### src/rtl/iter_multiplier.sv
// Iterative shift-add multiplier: RV64M MUL/MULH/MULHSU/MULHU plus MULW, BITS_PER_CYCLE bits per cycle.
// Define MULT_EARLY_EXIT_EN to leave CALC once the remaining multiplier bits are all zero.
module iter_multiplier #(
    parameter int unsigned XLEN           = 64,
    parameter int unsigned BITS_PER_CYCLE = 2
) (
    input  logic            clk,
    input  logic            rst_n,
    input  logic            mul_start,
    input  logic [XLEN-1:0] a,
    input  logic [XLEN-1:0] b,
    input  logic [1:0]      op,
    input  logic            word,
    input  logic            next,
    output logic [XLEN-1:0] mul_result,
    output logic            mul_ok,
    output logic            busy
);

    localparam int unsigned N_FULL = XLEN / BITS_PER_CYCLE;
    localparam int unsigned N_WORD = 32 / BITS_PER_CYCLE;
    localparam int unsigned CW     = $clog2(N_FULL + 1);

    localparam logic [1:0] OP_MUL   = 2'b00;
    localparam logic [1:0] OP_MULH  = 2'b01;
    localparam logic [1:0] OP_MULHU = 2'b11;

    typedef enum logic [1:0] {
        S_IDLE,
        S_CALC,
        S_FIX,
        S_DONE
    } state_t;

    state_t              state_q, state_d;
    logic [1:0]          op_q, op_d;
    logic                word_q, word_d;
    logic                neg_q, neg_d;
    logic [2*XLEN-1:0]   mcand_q, mcand_d;
    logic [XLEN-1:0]     mplier_q, mplier_d;
    logic [2*XLEN-1:0]   acc_q, acc_d;
    logic [CW-1:0]       cnt_q, cnt_d;
    logic [XLEN-1:0]     result_q, result_d;
    logic                ok_q, ok_d;

    logic [XLEN-1:0]     a_ext, b_ext, a_mag, b_mag;
    logic                a_neg, b_neg;
    logic [2*XLEN-1:0]   partial, prod_fix;
    logic [XLEN-1:0]     rest, sel;

    // Operand conditioning: word mode sign-extends the low halves so one magnitude path serves both.
    always_comb begin
        a_ext = word ? {{(XLEN-32){a[31]}}, a[31:0]} : a;
        b_ext = word ? {{(XLEN-32){b[31]}}, b[31:0]} : b;
        a_neg = (word || (op != OP_MULHU)) && a_ext[XLEN-1];
        b_neg = (word || (op == OP_MUL) || (op == OP_MULH)) && b_ext[XLEN-1];
        a_mag = a_neg ? ('0 - a_ext) : a_ext;
        b_mag = b_neg ? ('0 - b_ext) : b_ext;
    end

    always_comb begin
        partial = '0;
        for (int unsigned i = 0; i < BITS_PER_CYCLE; i++) begin
            if (mplier_q[i]) begin
                partial = partial + (mcand_q << i);
            end
        end
        rest     = mplier_q >> BITS_PER_CYCLE;
        prod_fix = neg_q ? ('0 - acc_q) : acc_q;
        if (word_q) begin
            sel = {{(XLEN-32){prod_fix[31]}}, prod_fix[31:0]};
        end else if (op_q == OP_MUL) begin
            sel = prod_fix[XLEN-1:0];
        end else begin
            sel = prod_fix[2*XLEN-1:XLEN];
        end
    end

    always_comb begin
        state_d  = state_q;
        op_d     = op_q;
        word_d   = word_q;
        neg_d    = neg_q;
        mcand_d  = mcand_q;
        mplier_d = mplier_q;
        acc_d    = acc_q;
        cnt_d    = cnt_q;
        result_d = result_q;
        ok_d     = ok_q;
        if (next) begin
            state_d = S_IDLE;
            ok_d    = 1'b0;
        end else begin
            unique case (state_q)
                S_IDLE: begin
                    if (mul_start) begin
                        op_d     = op;
                        word_d   = word;
                        neg_d    = a_neg ^ b_neg;
                        mcand_d  = {{XLEN{1'b0}}, a_mag};
                        mplier_d = b_mag;
                        acc_d    = '0;
                        cnt_d    = word ? CW'(N_WORD) : CW'(N_FULL);
                        state_d  = S_CALC;
                    end
                end
                S_CALC: begin
                    // Multiplicand shifts up as multiplier shifts down, keeping chunk alignment exact.
                    acc_d    = acc_q + partial;
                    mcand_d  = mcand_q << BITS_PER_CYCLE;
                    mplier_d = rest;
                    cnt_d    = cnt_q - CW'(1);
                    if (cnt_q == CW'(1)) begin
                        state_d = S_FIX;
                    end
`ifdef MULT_EARLY_EXIT_EN
                    if (rest == '0) begin
                        state_d = S_FIX;
                    end
`else
`endif
                end
                S_FIX: begin
                    result_d = sel;
                    ok_d     = 1'b1;
                    state_d  = S_DONE;
                end
                S_DONE: begin
                end
                default: state_d = S_IDLE;
            endcase
        end
    end

    always_ff @(posedge clk or negedge rst_n) begin
        if (!rst_n) begin
            state_q  <= S_IDLE;
            op_q     <= '0;
            word_q   <= 1'b0;
            neg_q    <= 1'b0;
            mcand_q  <= '0;
            mplier_q <= '0;
            acc_q    <= '0;
            cnt_q    <= '0;
            result_q <= '0;
            ok_q     <= 1'b0;
        end else begin
            state_q  <= state_d;
            op_q     <= op_d;
            word_q   <= word_d;
            neg_q    <= neg_d;
            mcand_q  <= mcand_d;
            mplier_q <= mplier_d;
            acc_q    <= acc_d;
            cnt_q    <= cnt_d;
            result_q <= result_d;
            ok_q     <= ok_d;
        end
    end

    assign mul_result = result_q;
    assign mul_ok     = ok_q;
    assign busy       = (state_q == S_CALC) || (state_q == S_FIX);

endmodule

### config.mk
export PLATFORM = sky130hd
export DESIGN_NAME = iter_multiplier
export DESIGN_NICKNAME = d
export VERILOG_FILES = /design/src/rtl/iter_multiplier.sv
export SDC_FILE = /design/constraint.sdc
export NUM_CORES = 2
export LEC_CHECK = 0
export CAP_MARGIN = 20
export CORE_ASPECT_RATIO = 0.9
export CORE_MARGIN = 2
export CORE_UTILIZATION = 57
export DETAILED_ROUTE_END_ITERATION = 10
export GPL_TIMING_DRIVEN = 0
export PLACE_DENSITY = 0.77
export SYNTH_ARGS = -nofsm -noshare
export SYNTH_HDL_FRONTEND = slang
export SYNTH_SLANG_ARGS = --single-unit
### constraint.sdc
create_clock -name clk -period 8.6 [get_ports clk]
set_input_delay 2.15 -clock clk [delete_from_list [all_inputs] [get_ports clk]]
set_output_delay 2.15 -clock clk [all_outputs]
set_load 0.01 [all_outputs]
==> out/results.ini <==
[timing]
post-route-min-period_ps=8520
min_period_over_period=0.990
fmax_mhz=117
worst_hold_slack_ps=477
rsz0062_at_grt=true
setup-violations-final=0
skew_ps=51.9
drv_slew=0
relSlewSlack=0.159
worst_pin_slew_ps=1260
hold_viol=0

[routing]
num_vias=46900
firstDrtPassIters=10
postRouteAntennaNets=0
vias_per_cell=6.70
drtIter0Drc=6150
routedWlPerCell_um=24.7
drc_errors=0
drt-total-wl_um=173000

[min_path]
hp-class=reg2reg
hold_start=mul_result[30]

[power]
p_int_mw=6.66
sw_frac_of_total=0.540
p_leak_nw=19.5
p_clk_frac=0.141
p_seq_frac=0.214
power.density_mw_per_mm2=302
vdd_drop_max_v=0.000177
power_switching_mw=7.80
p_comb_frac=0.644

[synth]
synth_nets=6075
synth_warnings=0
synth-edff-count=0
seq_area_frac_synth=0.238
synth_area_per_cell_um2=7.30
synth_cells=5723
async_flop_share=1.00
synth_seq_cells=397
synth_flop_cell=dfrtp_1
synth_cell_types=84
syn_area_mm2=0.0418

[critical_path]
critPathLaunchType=register
arrival_ps=9020
crit_top_cell=clkbuf_16
max_stage_delay_ps=420
worstSetupEndpointType=register
crit_fanout=13
crit_path_top_delay_cell=dfrtp_2
critical_path_class=reg2reg
r2r_start=mplier_q[0]
critPathLaunch=mplier_q[0]
critPathRequiredTime_ps=9110

[clocking]
cts_sinks=397
cts_buffer_depth=3
insertion_delay_ps=630
htree_levels=2
clk_pin_slew_ps=70
ctsHoldBuffers=0
root_buffer=clkbuf_16
tritoncts=built
cts_inserted_buffers=45

[grt]
grt_usage=0.443
overflow=0
grt_antenna_before_repair=6
grt_pass1_vias=42000
grt_max_degree=118
grt_pass1_wl_um=257000

[run]
cap_violations=0

[layout]
fillers=6435
num-nets-final=6343
final_cell_mix=nand2_1 (778), o21ai_0 (585), a21oi_1 (522), nor2_1 (422), dfrtp_1 (396)
final_area_mm2=0.0479
regArea_mm2=0.00994
final_common_cell=nand2_1
multi_input_area_mm2=0.0306
drive_gt1_frac=0.0617
synthToLayoutAreaGrowth_pct=14.5

[die]
num_rows=94
die_w_um=289
core_mm2=0.0728
die-area_mm2=0.0755
initial_core_util=0.574
die_h_um=261
io_pins=201

[placed_design]
place_area_mm2=0.0452
gp_congestion=1.11
io_buffer_count=199
dpl.hpwl_um=139000

[status]
status=finished clean

## logic make-up after synthesis
kind of cell               after synthesis  synth area share
AOI/OAI and AO/OA                     1970             0.290
xor gates and xnor gates               543             0.114
adders and majority gates              217            0.0653
buffers and inverters                  534            0.0483
DFF                                    397             0.238
muxes                                   59            0.0149
and+or+nand+nor                       2003             0.231
## final timing paths
kind | cells after the start | end | slack (ps)
min in group asynchronous | 1 | mul_result[4] | 1510
min | 2 | mul_result[30] | 480
max in group asynchronous | 3 | mplier_q[0] | 5560
max reg2reg | 39 | acc_q[127] | 80
max | 39 | acc_q[127] | 80
min reg2reg | 2 | mul_result[30] | 480
## Yosys cell counts (109+ instances only)
cell | number | share of area
nand4_1 | 109 | 0.016
ha_1 | 215 | 0.064
a21o_1 | 113 | 0.020
nand2_1 | 778 | 0.070
o21ai_0 | 612 | 0.073
inv_1 | 128 | 0.011
xnor2_1 | 276 | 0.058
clkbuf_1 | 371 | 0.033
dfrtp_1 | 397 | 0.24
a21oi_1 | 535 | 0.064
xor2_1 | 267 | 0.056
nor2_1 | 426 | 0.038
## state kept, by name (all words and copies together), names as in the netlist
register	cells
acc_q	128
state_q	2
op_q	2
mul_result	64
mplier_q	64
mcand_q	128
neg_q	1
mul_ok	1
word_q	1
cnt_q	6
## timing repair
item / in CTS / in global routing
pin swaps: 25 / 23
gates cloned: 0 / 0
endpoints found under the setup margin: 122 / 44
gates resized for setup: 150 / 62
setup buffers: 19 / 23
## layout make-up
class | count | area share
Buffer | 374 | 0.0330
Clock inverter | 21 | 0.00486
Antenna cell | 3 | 0.000157
Multi-Input combinational cell | 4792 | 0.639
Timing Repair Buffer | 253 | 0.0529
Clock buffer | 61 | 0.0275
Tap cell | 960 | 0.0251
Sequential cell | 397 | 0.208
Inverter | 128 | 0.0100
## metrics by stage
step,power (mW),setup WS [ps],instances,utilization,TNS [ps]
finish,14.5,83.5,6989,0.658,0
global route,15.2,-18.0,6986,0.657,-28.7
CTS,14.0,1.04,6973,0.651,0
detailed placement,11.7,-5900,6892,0.621,-449100
global placement,11.6,-12200,6882,0.618,-5250430
floorplan,8.60,1.61,5723,-,0
## layer usage
metal	GRT usage	wire, µm
met2	0.627	69800
met5	0	192
met1	0.613	70700
met3	0.140	23400
met4	0.198	8880
## critical path, delay by kind of cell (launching register included)
kind / cells / cell delay, ps
compound gates: 15 / 3440
xor+xnor: 1 / 120
fa+ha+maj: 3 / 970
buf+inv: 13 / 2120
flops: 1 / 420
simple gates: 7 / 1260
## power by group through the flow
stage	sequential, mW	clock, mW	combinational (mW)
floorplan	2.87	0	5.73
CTS	3.04	2.05	8.86
global placement	3.05	0	8.54
finish	3.10	2.05	9.32
global route	3.15	2.12	9.92
detailed placement	3.07	0	8.67
(Power assumes the default switching activity.)
